===== config.mk =====
export PLATFORM = sky130hd
export DESIGN_NAME = corral_display_flat
export DESIGN_NICKNAME = d
export VERILOG_FILES = /design/src/rtl/corral_display_pkg.sv /design/src/rtl/corral_display_if.sv /design/src/rtl/corral_display_seg7_decode.sv /design/src/rtl/corral_display.sv /design/src/flat_wrapper.sv
export SDC_FILE = /design/constraint.sdc
export NUM_CORES = 1
export LEC_CHECK = 0
export ABC_AREA = 1
export CORE_MARGIN = 5
export CORE_UTILIZATION = 45
export DETAILED_ROUTE_END_ITERATION = 10
export DONT_BUFFER_PORTS = 1
export GPL_TIMING_DRIVEN = 0
export PLACE_DENSITY = 0.67
export SLEW_MARGIN = 0
export SYNTH_ARGS = -nofsm -noshare
export SYNTH_HDL_FRONTEND = slang
export SYNTH_SLANG_ARGS = --single-unit

===== constraint.sdc =====
create_clock -name clock -period 3.06 [get_ports clock]
set_clock_uncertainty 0.2 [all_clocks]
set_input_delay 0.765 -clock clock [delete_from_list [all_inputs] [get_ports clock]]
set_output_delay 0.765 -clock clock [all_outputs]
set_load 0.01 [all_outputs]

===== src/rtl/corral_display_pkg.sv =====
// corral_pkg: shared types and glyph constants for the Corral display path.
//   pos_t        - 4-bit position as produced by the game core
//   state_t      - display sequencer states (gap states only with
//                  CORRAL_DISPLAY_GAP_EN defined)
//   GLYPH_*      - seven-segment patterns, segments a..g on bits 0..6
//   DIGIT_TABLE  - decimal digit patterns, indexed by digit value
package corral_pkg;

  typedef logic [3:0] pos_t;

  typedef enum logic [2:0] {
    LOAD,
    SHOW_C,
`ifdef CORRAL_DISPLAY_GAP_EN
    GAP_C,
`endif
    SHOW_H,
`ifdef CORRAL_DISPLAY_GAP_EN
    GAP_H,
`endif
    END
  } state_t;

  localparam logic [6:0] GLYPH_BLANK = 7'h00;
  localparam logic [6:0] GLYPH_DASH  = 7'h40;
  localparam logic [6:0] GLYPH_L     = 7'h38;
  localparam logic [6:0] GLYPH_H     = 7'h76;

  // Leftmost entry is index 9.
  localparam logic [9:0][6:0] DIGIT_TABLE = {
    7'h6F, 7'h7F, 7'h07, 7'h7D, 7'h6D,
    7'h66, 7'h4F, 7'h5B, 7'h06, 7'h3F
  };

endpackage


===== src/rtl/corral_display_if.sv =====
// corral_display_if: game-core-to-display signal bundle.
//   cowboypos, horsepos - positions from the game core (0..9, 15 = off board)
//   gameover, lostwon   - end-of-game level and result (1 = won)
//   seg, dp             - seven-segment drive and decimal point
// master: game side (drives positions/flags). slave: display side.
interface corral_display_if;

  corral_pkg::pos_t cowboypos;
  corral_pkg::pos_t horsepos;
  logic             gameover;
  logic             lostwon;
  logic [6:0]       seg;
  logic             dp;

  modport master (
    output cowboypos, horsepos, gameover, lostwon,
    input  seg, dp
  );

  modport slave (
    input  cowboypos, horsepos, gameover, lostwon,
    output seg, dp
  );

endinterface


===== src/rtl/corral_display_seg7_decode.sv =====
// seg7_decode: combinational position-to-seven-segment decoder.
//   pos_i - position value
//   seg_o - segments a..g on bits 0..6; dash for values above 9
module seg7_decode
  import corral_pkg::*;
(
  input  pos_t       pos_i,
  output logic [6:0] seg_o
);

  always_comb begin
    seg_o = GLYPH_DASH;
    if (pos_i <= 4'd9) begin
      seg_o = DIGIT_TABLE[pos_i];
    end
  end

endmodule


===== src/rtl/corral_display.sv =====
// corral_display: Corral seven-segment output stage.
// Shows the latched cowboy digit, then the horse digit (dp lit), once per
// round; after game over shows a blinking H (won) or L (lost) glyph.
//   clock        - system clock, rising edge
//   reset        - synchronous, active-high
//   bus (slave)  - positions and flags in, seg/dp out
// Parameter DWELL_CYCLES (>= 2): cycles per digit, gap or blink phase.
// Macro CORRAL_DISPLAY_GAP_EN: inserts a blank phase after each digit.
module corral_display
  import corral_pkg::*;
#(
  parameter int unsigned DWELL_CYCLES = 1000
) (
  input  logic             clock,
  input  logic             reset,
  corral_display_if.slave  bus
);

  localparam int unsigned CNT_W = (DWELL_CYCLES > 2) ? $clog2(DWELL_CYCLES) : 1;
  localparam logic [CNT_W-1:0] CNT_LAST = CNT_W'(DWELL_CYCLES - 1);

  state_t           state_q, state_d;
  logic [CNT_W-1:0] cnt_q, cnt_d;
  pos_t             cow_q, cow_d;
  pos_t             horse_q, horse_d;
  logic             result_q, result_d;
  logic             blink_q, blink_d;

  logic             last;
  pos_t             dec_pos;
  logic [6:0]       dec_seg;

  assign last = (cnt_q == CNT_LAST);

  always_ff @(posedge clock) begin
    if (reset) begin
      state_q  <= LOAD;
      cnt_q    <= '0;
      cow_q    <= '0;
      horse_q  <= '0;
      result_q <= 1'b0;
      blink_q  <= 1'b1;
    end else begin
      state_q  <= state_d;
      cnt_q    <= cnt_d;
      cow_q    <= cow_d;
      horse_q  <= horse_d;
      result_q <= result_d;
      blink_q  <= blink_d;
    end
  end

  always_comb begin
    state_d  = state_q;
    cow_d    = cow_q;
    horse_d  = horse_q;
    result_d = result_q;
    blink_d  = blink_q;
    cnt_d    = last ? '0 : cnt_q + CNT_W'(1);

    // Game over wins over any phase terminal count.
    if (bus.gameover && (state_q != END)) begin
      state_d  = END;
      cnt_d    = '0;
      blink_d  = 1'b1;
      result_d = bus.lostwon;
    end else begin
      case (state_q)
        LOAD: begin
          cow_d   = bus.cowboypos;
          horse_d = bus.horsepos;
          cnt_d   = '0;
          state_d = SHOW_C;
        end
`ifdef CORRAL_DISPLAY_GAP_EN
        SHOW_C: if (last) state_d = GAP_C;
        GAP_C:  if (last) state_d = SHOW_H;
        SHOW_H: if (last) state_d = GAP_H;
        GAP_H:  if (last) state_d = LOAD;
`else
        SHOW_C: if (last) state_d = SHOW_H;
        SHOW_H: if (last) state_d = LOAD;
`endif
        END: begin
          if (!bus.gameover) begin
            state_d = LOAD;
            cnt_d   = '0;
          end else if (last) begin
            blink_d = ~blink_q;
          end
        end
        default: state_d = LOAD;
      endcase
    end
  end

  assign dec_pos = (state_q == SHOW_H) ? horse_q : cow_q;

  seg7_decode u_decode (
    .pos_i (dec_pos),
    .seg_o (dec_seg)
  );

  always_comb begin
    bus.seg = GLYPH_BLANK;
    bus.dp  = 1'b0;
    case (state_q)
      SHOW_C: bus.seg = dec_seg;
      SHOW_H: begin
        bus.seg = dec_seg;
        bus.dp  = 1'b1;
      end
      END: if (blink_q) bus.seg = result_q ? GLYPH_H : GLYPH_L;
      default: ;
    endcase
  end

endmodule

===== src/flat_wrapper.sv =====
// flat-port wrapper written by rule: the top's interface ports become plain ports
module corral_display_flat import corral_pkg::*;
#(
  parameter int unsigned DWELL_CYCLES = 1000
)
  (clock, reset, bus_cowboypos, bus_horsepos, bus_gameover, bus_lostwon, bus_seg, bus_dp);
  corral_display_if bus_i ();
  input  logic clock;
  input  logic reset;
  input wire logic [$bits(bus_i.cowboypos)-1:0] bus_cowboypos;
  input wire logic [$bits(bus_i.horsepos)-1:0] bus_horsepos;
  input wire logic [$bits(bus_i.gameover)-1:0] bus_gameover;
  input wire logic [$bits(bus_i.lostwon)-1:0] bus_lostwon;
  output wire logic [$bits(bus_i.seg)-1:0] bus_seg;
  output wire logic [$bits(bus_i.dp)-1:0] bus_dp;
  assign bus_i.cowboypos = bus_cowboypos;
  assign bus_i.horsepos = bus_horsepos;
  assign bus_i.gameover = bus_gameover;
  assign bus_i.lostwon = bus_lostwon;
  assign bus_seg = bus_i.seg;
  assign bus_dp = bus_i.dp;
  corral_display #(.DWELL_CYCLES(DWELL_CYCLES)) u_core (.clock(clock), .reset(reset), .bus(bus_i));
endmodule

Yosys cells after proc, flatten, opt, wreduce, memory -nomap -nowiden
Memories as Yosys holds them, arrays and structs flattened. Cells that the tools add are included.

Add/sub/neg operators: 1. Multipliers: 0. Divide/modulo/power cells: 0. Order comparisons: 2. Equality and inequality tests: 11. Shift operators: 0. Mux-type cells: 15. Bitwise gates (word level): 2. Reduce and logical (&&, ||, !) cells: 8.

Operators by type and width (count): 7-bit two-way mux (4); 10-bit two-way mux (2); 10-bit one-hot mux with 2 select lines (1); 7-bit one-hot mux with 2 select lines (1); 3-bit one-hot mux with 4 select lines (1); 10-bit by 1-bit adder with 10-bit output (second input constant) (1); 10-bit equality test (second input constant) (1); 3-bit two-way mux (3); 3-bit AND reduction (3); 3-bit by 2-bit equality test with 1-bit output (second input constant) (2); 3-bit by 1-bit != test with 1-bit output (second input constant) (2); 3-bit by 2-bit != test with 1-bit output (second input constant) (2); 4-bit by 5-bit less-than comparator with 1-bit output (second input constant) (1); 4-bit less-or-equal comparator (second input constant) (1); 4-bit two-way mux (1); 2-bit by 1-bit != test with 1-bit output (second input constant) (2); 2-bit OR reduction (2); 3-bit by 1-bit equality test with 1-bit output (second input constant) (1); 3-bit logical NOT (1); 2-bit two-way mux (1); 2-bit != test (second input constant) (1); 1-bit inverter (2); 2-bit AND reduction (1); 1-bit logical AND (1); 1-bit two-way mux (1).

Bits in registers: 23. Bits in latches: 0. Bits in writable memories: 0. Memory bits (read-only): 112. Input bits: 12. Output and inout bits: 8. Memories: 1.

Memories: (no name shown) (depth 16, width 7, read ports 1, clocked after Yosys merged registers in 0, wr ports 0, RTL line corral_display_seg7_decode.sv:14) `seg_o = DIGIT_TABLE[pos_i];`.

Longest topological paths before layout
Gate-level depths: netlist (run 1).

Depth after elaboration: 6. Mapped depth: 13.

By module
A second synthesis (run 1) with hierarchy kept.

Cells, all modules: 212. Area total of the unflattened synthesis: 1348.8 µm².

By module, submodules not included: corral_display (times used 1, cells an instance 170, area an instance 1134.8 µm², sequential area each 440.4 µm²); seg7_decode (times used 1, cells an instance 42, area an instance 214.0 µm², sequential area each 0.0 µm²).

Worst setup path after synthesis (run 1)
No wires, ideal clock.

Kind: flip-flop to output port. From: reg u_core.state_q[0]. To: out bus_seg[5]. Arrival time: 1697 ps. Path slack: 398 ps. Cell stages (with the launch flop): 12. Path buffers: 0. Path through: dfxtp_1 > inv_1 > ha_1 > inv_2 > nand2_1 > o21ai_2 > inv_1 > ha_1 > nand3_1 > nand2_1 > o21ai_1 > nand2_1.

Word-level cells in the longest chain between the ends: 6.

Ends and longest elaborated chain: start: declaration (RTL line corral_display.sv:22) `state_t state_q, state_d;`; start signal: assignment (RTL line corral_display.sv:44) `state_q <= state_d;`; 3-bit by 2-bit equality test with 1-bit output (RTL line corral_display.sv:97, corral_display.sv:107); 4-bit two-way mux (RTL line corral_display.sv:97) `assign dec_pos = (state_q == SHOW_H) ? horse_q : cow_q;`; memory 16 x 7 bit; 7-bit two-way mux (not written as such) (RTL line corral_display_seg7_decode.sv:14); 7-bit two-way mux (RTL line corral_display_seg7_decode.sv:13) `if (pos_i <= 4'd9) begin`; 7-bit one-hot mux with 2 select lines * (RTL line corral_display.sv:107) `case (state_q)`; end: declaration (RTL line flat_wrapper.sv:14) `output wire logic [$bits(bus_i.seg)-1:0] bus_seg;`.

Mark *: on every way between the ends. The rest lies on a longest branch, timed or not. The select of a mux whose other input is x is not followed.

Final worst setup path (run 1)
From: reg u_core.state_q[0]. To: out bus_seg[3].

Same word-level chain as after synthesis.

==> implementation parameters, run 1 <==
Parameter                              Value

Placement
  Number of I/O port buffers ... 0
  Number of placed instances with taps included ... ~240
  Final HPWL DP ... 2180 um
  Weighted congestion reported at the end of routability-driven placement ... 0.813
  Place WS ... 0.138 ns

Final layout
  Filler Cells Inserted ... 300
  Layout Nets ... 233
  Post-layout util ... 0.517
  Antenna Diode Count ... 0
  Share of post-route cells with drive strength above 1 ... 0.109
  Final cell count without fillers ... 242
  FF/Latch Area ... 445 um2
  Multi-input gate area ... 797 um2
  Area growth from synthesis to layout ... 8.62%

Power and ir drop
  Logic gate share of total power ... 0.363
  Clk network pwr share ... 0.207
  Sequential share of power ... 0.430
  Static Leak ... 0.636 nW
  Cell-internal power ... 482 uW
  Largest vdd supply drop ... 218 uV
  P_sw ... 292 uW
  Power density normalized to cell area ... 534 nW/um2
  Net switching share of the total power ... 0.377

Clock tree
  TritonCTS buffer count ... 3
  Clock tree from TritonCTS ... done
  Clock insertion delay at the later pin of the skew report ... a little over 0.3 ns
  Number of sinks driven by the clock tree ... 22
  Root buffer selected by CTS ... clkbuf_4
  Reg clk slew, reported paths ... 0.12 ns
  Max clock buf depth ... 2
  CTS HTree Levels ... 1

Route
  Routed vias/inst ... around 5
  Post-route DRC violation count ... 0
  Post-route ant nets ... 0
  Detailed router's first-iteration violation count ... 35
  1st-pass router iterations ... 4
  Post-detailed-routing wire length ... approximately 2700 um
  Routed vias ... approximately 1,200
  Average wire per standard cell ... 11.2 um

Global route
  Via count of the first global-routing pass ... 1,157
  Overflow after GRT ... 0
  Initial antenna violation count ... 0
  Global-route wire length before repair ... 4590 um
  Overall Global Routing Usage ... 0.138
  Pin count of the biggest net entering global routing ... 13

Floorplan
  Die extent in y ... roughly 64 um
  Area of the die ... 4160 um2
  Die Wd ... 64.5 um
  Area inside the core boundary ... around 2800 um2
  Initial standard-cell utilization of the core ... 0.476
  Cell row count ... 19
  I/O Pins ... 20

Timing
  Worst slew pin tran ... roughly 0.36 ns
  Worst Slack Setup Final ... 0.142 ns
  Setup TNS Final ... 0 ns
  Ratio of final minimum period to clock period ... 0.954
  Final count of hold timing violations ... 0
  Tightest slew margin relative to the limit ... 0.756
  Hold slack ... around 0.28 ns
  Final setup violating endpoints ... 0
  Clock period minus worst slack ... 2.92 ns
  FMAX ... 343 MHz
  Max Slew Vio Count ... 0

Synthesis
  Compound-gate portion of the synthesized area ... 0.132
  Synthesis Warnings ... 0
  Dominant combinational cell family by area after synthesis ... simple AND/OR/NAND/NOR gates
  Gate Count Post-Synth ... roughly 200
  Fraction of synthesized cell area taken by the top area cell type ... 0.330
  Multiplexer share of the synthesized area ... 0
  Synth Area in Simple Gates ... 0.359
  Synth Area in XOR/XNOR ... 0.00656
  Area contributors post-synth ... dfxtp_1 (33%), nand2_1 (13%), nor2_1 (11%)
  Proportion of synthesized chip area in sequential cells ... 0.330
  Number of storage elements in the synthesis netlist ... 22
  Distinct cell type count after synthesis ... 22
  Mapped Avg Cell Area ... 6.48 um2
  Cell Area, Synth ... 1340 um2
  Post-synthesis net count ... 227
  Post-synthesis cell type with the largest combined area ... dfxtp_1
  Arithmetic-cell share of the synthesized area counting full adders, half adders and majority gates ... 0.0843

Setup path
  Worst Path Max Fanout ... 7
  Worst path arrival time ... 1.95 ns
  Worst Path Required ... 2.09 ns
  Cell with the largest stage delay on the worst path ... dfxtp_4
  Crit path launch ... u_core.state_q[0]$_SDFFE_PP0P_
  Crit path kind ... reg2out
  Worst reg2reg path startpoint ... u_core.state_q[1]$_SDFFE_PP0P_
  Cell repeated most along the worst path ... nand2_1
  Highest cell delay on the worst timing path ... around 0.4 ns
  Element type at the critical path end ... output port
  Crit start category ... register
  Ordered cell list for the critical path ... inv_4 > ha_4 > inv_6 > nand2_1 > o21ai_4 > ha_1 > o21ai_1 > clkinv_1 > nand2_1 > nand2_1 > nand2_1

Hold path
  HP Class ... reg2reg
  Worst Min Path Start ... u_core.result_q$_SDFFE_PP0P_

Outcome
  Run status ... completed

Job
  Max_cap viols ... 0
kinds of logic (layout without fill, tap and decap cells):
family / after synthesis / count (layout)
simple gates: 112 / 112
compound gates: 31 / 31
buf+inv: 31 / 36
flops: 22 / 22
fa+ha+maj: 9 / 9
xor+xnor: 1 / 1
final timing paths:
| check | to | depth (start not counted) | slack (ns) |
|---|---|---|---|
| setup / recovery | bus_seg[3] | 11 | 0.14 |
| hold / removal | u_core.result_q$_SDFFE_PP0P_ | 2 | 0.28 |
| hold reg to reg | u_core.result_q$_SDFFE_PP0P_ | 2 | 0.28 |
| setup reg to reg | u_core.cnt_q[5]$_SDFF_PP0_ | 6 | 1.28 |
routing by layer:
layer,vias to the layer above,routed length [um],track usage
li1,657,-,-
met2,27,1390,0.246
met5,-,0,0
met1,549,1170,0.149
met4,0,53,0.0739
met3,7,113,0.0363
worst max-delay path, delay by kind of cell (launching register included):
kind	cells	cell delay, ns
AND/OR/NAND/NOR	4	0.35
buffers and inverters	3	0.25
adder cells (fa/ha/maj)	2	0.40
flip-flops	1	0.39
AO/OA/AOI/OAI	2	0.24
placed cells by master, fill, tap and decap left out, types with 2 or more instances in the layout:
cell type  netlist  final
nor2_1          38     38
clkbuf_4         0      3
nor3_1           8      8
nand2_1         46     46
o21ai_0         12     12
nand2_4          3      3
a21oi_1          9      9
inv_1           25     24
o21ai_1          7      7
nand3_1         13     13
inv_2            3      2
ha_1             9      8
dfxtp_1         22     20
nand2_2          2      2
sequential cells by signal, indices dropped and copies added (netlist names):
name and cells:
u_core.cnt_q 10, u_core.cow_q 4, u_core.horse_q 4, u_core.state_q 2
u_core.blink_q 1, u_core.result_q 1
Yosys cell counts, drive strengths merged:
cell / n
nand2: 51
nor2: 39
inv: 28
dfxtp: 22
o21ai: 20
nand3: 13
a21oi: 10
ha: 9
nor3: 8
a21boi: 1
buf: 1
clkbuf: 1
clkinv: 1
or2: 1
xor2: 1
repair_timing:
action | 4_1_cts | 5_1_grt
hold buffers | 0 | 0
buffers inserted | 0 | 1
pin swaps | 0 | 3
setup endpoints to repair | 6 | 5
resized for setup | 5 | 5
gates cloned | 0 | 0
per-stage QoR:
step | total power, mW | area [um2]
after floorplan | 0.552 | 1340
after global placement | 0.590 | 1370
after detailed placement | 0.601 | 1370
after CTS | 0.771 | 1430
after global routing | 0.845 | 1450
final | 0.774 | 1450
final cells by class:
type,instances,share of cell area
sequential,22,0.307
buffer,2,0.00604
clock buffer,4,0.0250
inverter,29,0.0802
multi-input combinational,153,0.550
tap,31,0.0267
timing repair buffer,1,0.00518
power groups by stage:
stage / registers, mW / logic (mW) / clock network (mW)
after floorplan: 0.331 / 0.221 / 0
after global placement: 0.335 / 0.255 / 0
after detailed placement: 0.336 / 0.265 / 0
after CTS: 0.331 / 0.274 / 0.166
after global routing: 0.337 / 0.322 / 0.186
final: 0.333 / 0.281 / 0.160
(Power assumes the default switching activity.)
==> inputs of run 2 (changes only) <==
==> constraint.sdc (replaced) <==
create_clock -name clock -period 3.06 [get_ports clock]
set_clock_uncertainty 0.2 [all_clocks]
set_input_delay 0.765 -clock clock [delete_from_list [all_inputs] [get_ports clock]]
set_output_delay 0.765 -clock clock [all_outputs]
set_load 0.02 [all_outputs]
==> run 2 against run 1 <==
Net effect: flip-flop and latch count stayed put; maximum frequency shrank 1.4%; register-to-register slack about the same; combinational power up 16%; worst hold slack improved by 0.00051 ns; sequential share of layout area shrank 0.52 points; sequential power barely moved; largest cell class unchanged.
==> implementation parameters, run 2 (same netlist as run 1, synthesis figures left out) <==
Parameter                              Value

Setup path
  Ordered cell list for the critical path ... inv_4 > ha_4 > inv_6 > o21ai_4 > inv_1 > ha_1 > nand3_2 > nand2_1 > o21ai_2 > nand2_2 (was inv_4 > ha_4 > inv_6 > nand2_1 > o21ai_4 > ha_1 > o21ai_1 > clkinv_1 > nand2_1 > nand2_1 > nand2_1)
  Worst reg2reg path startpoint ... u_core.state_q[1]$_SDFFE_PP0P_ (unchanged)
  Worst path arrival time ... 1.99 ns (was 1.95 ns)
  Cell with the largest stage delay on the worst path ... dfxtp_4 (unchanged)
  Reg-to-reg endpoint ... u_core.cnt_q[5]$_SDFF_PP0_ (unchanged)
  Sum of buffers and inverters on the critical path ... 3 (unchanged)
  Element type at the critical path end ... output port (unchanged)
  Crit start category ... register (unchanged)
  Worst Path Required ... 2.09 ns (about the same)
  Register-to-register path setup slack ... 1.29 ns (was 1.28 ns)
  Cell depth of the worst flop-to-flop path ... 6 (unchanged)
  Critical path depth ... 10 (was 11)
  Termination of the worst setup path ... bus_seg[5] (was bus_seg[3])
  Crit path kind ... reg2out (unchanged)
  Worst Path Max Fanout ... 7 (unchanged)
  Crit path max-delay family ... adder cells (unchanged)
  Crit path launch ... u_core.state_q[0]$_SDFFE_PP0P_ (unchanged)
  Highest cell delay on the worst timing path ... 0.39 ns (about the same)

Clock tree
  Clock insertion delay at the later pin of the skew report ... 0.31 ns (about the same)
  Number of sinks driven by the clock tree ... 22 (unchanged)
  Clock tree from TritonCTS ... done (unchanged)
  CTS Hold Buffers Added ... 0 (unchanged)
  Max clock buf depth ... 2 (unchanged)
  CTS HTree Levels ... 1 (unchanged)
  Reg clk slew, reported paths ... 0.12 ns (about the same)
  TritonCTS buffer count ... 3 (unchanged)
  Root buffer selected by CTS ... clkbuf_4 (unchanged)

Floorplan
  Area of the die ... 4160 um2 (unchanged)
  Initial standard-cell utilization of the core ... 0.476 (unchanged)
  Die Wd ... 64.5 um (unchanged)
  Area inside the core boundary ... 2810 um2 (unchanged)
  Cell row count ... 19 (unchanged)
  I/O Pins ... 20 (unchanged)
  Die extent in y ... 64.5 um (unchanged)

Power and ir drop
  Static Leak ... 0.647 nW (was 0.636 nW)
  Largest vdd supply drop ... 220 uV (was 218 uV)
  Power density normalized to cell area ... 555 nW/um2 (was 534 nW/um2)

Timing
  Final count of hold timing violations ... 0 (unchanged)
  Final setup violating endpoints ... 0 (unchanged)
  Hold slack ... 0.283 ns (was 0.282 ns)
  Worst slew pin tran ... 0.336 ns (was 0.364 ns)
  Ratio of final minimum period to clock period ... 0.967 (was 0.954)
  Unrepaired setup endpoints after global routing ... true
  Max Slew Vio Count ... 0 (unchanged)
  FMAX ... 338 MHz (was 343 MHz)
  Clock period minus worst slack ... 2.96 ns (was 2.92 ns)
  Setup TNS Final ... 0 ns (unchanged)
  Tightest slew margin relative to the limit ... 0.776 (was 0.756)

Placement
  Number of I/O port buffers ... 0 (unchanged)
  Final HPWL DP ... 2180 um (unchanged)
  Weighted congestion reported at the end of routability-driven placement ... 0.813 (unchanged)

Final layout
  Share of post-route cells with drive strength above 1 ... 0.152 (was 0.109)
  Area growth from synthesis to layout ... 10.5% (was 8.62%)
  Register name with the most flops ... u_core.cnt_q (unchanged)
  Most common cell after layout, fill and taps aside ... nand2_1 (unchanged)
  Most used cells in the layout excluding fill and tap cells ... nand2_1 (44), nor2_1 (38), inv_1 (23) (was nand2_1 (46), nor2_1 (38), inv_1 (24))
  Layout Nets ... 233 (unchanged)
  Registers with the most flip-flops ... u_core.cnt_q: 10 flops, u_core.cow_q: 4 flops, u_core.horse_q: 4 flops (unchanged)
  Antenna Diode Count ... 0 (unchanged)
  Max FFs per register ... 10 (unchanged)

Route
  1st-pass router iterations ... 4 (unchanged)
  Routed vias/inst ... 5.14 (was 5.12)
  Post-route DRC violation count ... 0 (unchanged)
  Post-route ant nets ... 0 (unchanged)
  Detailed router's first-iteration violation count ... 35 (unchanged)
  Routed vias ... 1,245 (was 1,240)
  Post-detailed-routing wire length ... 2790 um (was 2720 um)
  Average wire per standard cell ... 11.5 um (was 11.2 um)

Global route
  Overall Global Routing Usage ... 0.140 (was 0.138)
  Global-route wire length before repair ... 4640 um (was 4590 um)
  Via count of the first global-routing pass ... 1,165 (was 1,157)
  Pin count of the biggest net entering global routing ... 13 (unchanged)
  Initial antenna violation count ... 0 (unchanged)
  Overflow after GRT ... 0 (unchanged)

Outcome
  Run status ... completed (unchanged)

Job
  Max_cap viols ... 0 (unchanged)

Hold path
  HP Class ... reg2reg (unchanged)
## run 2: cell count changes in the layout (fill, tap and decap cells not counted), sizes merged
cell,change
clkinv,-1
inv,+1
## run 2: final cells by class
cell class,count,area [um2]
Inverter,29,116
Timing Repair Buffer,1,7.51
Fill cell,303,1330
Clock buffer,4,36.3
Tap cell,31,38.8
Sequential cell,22,445
Multi-Input combinational cell,153,822
Buffer,2,8.76
## run 2: repair_timing
| action | in CTS | in global routing |
|---|---|---|
| pin swaps | 0 | 3 |
| endpoints found under the setup margin | 7 | 6 |
| endpoints found under the hold margin | 0 | 0 |
| setup buffers | 0 | 1 |
| gates resized for setup | 9 | 10 |
## run 2: routing by layer
metal / wire [um] / part of all wire / global-route usage / vias to the layer above
li1: - / - / - / 658
met1: 1180 / 0.42 / 0.151 / 555
met2: 1450 / 0.52 / 0.251 / 27
met3: 120 / 0.043 / 0.0345 / 5
met4: 48 / 0.017 / 0.0739 / 0
met5: 0 / 0 / 0 / -
## run 2: where the power goes
group	internal, mW	switching (mW)	total, mW
Sequential	0.312	0.0214	0.334
Clock	0.0727	0.0874	0.160
Combinational	0.106	0.219	0.325
Total	0.491	0.328	0.819
## run 2: worst min path at each step
stage,start,to,slack (ns),depth (start not counted)
CTS,u_core.result_q$_SDFFE_PP0P_,u_core.result_q$_SDFFE_PP0P_,0.29,2
finish,u_core.result_q$_SDFFE_PP0P_,u_core.result_q$_SDFFE_PP0P_,0.28,2
floorplan,u_core.cnt_q[0]$_SDFF_PP0_,u_core.cnt_q[0]$_SDFF_PP0_,0.23,1
global placement,u_core.cnt_q[0]$_SDFF_PP0_,u_core.cnt_q[0]$_SDFF_PP0_,0.25,1
global route,reset,u_core.result_q$_SDFFE_PP0P_,0.27,1
detailed placement,u_core.result_q$_SDFFE_PP0P_,u_core.result_q$_SDFFE_PP0P_,0.27,2
## run 2: tightest hold or removal path: cells and delay by family (launching register included)
family	cells	cell delay (ns)
AOI/OAI and AO/OA	1	0.05
DFF	1	0.34
and+or+nand+nor	1	0.06
## run 2: per-stage QoR
stage / power (mW) / instances / utilization / worst slack (ns) / instance area, um2
after floorplan: 0.576 / 206 / - / 0.213 / 1340
after global placement: 0.614 / 237 / 0.490 / -0.00406 / 1370
after detailed placement: 0.625 / 237 / 0.490 / -0.0568 / 1370
after global routing: 0.888 / 242 / 0.526 / -0.00881 / 1480
after CTS: 0.802 / 241 / 0.514 / 0.0263 / 1440
final: 0.819 / 242 / 0.526 / 0.102 / 1480
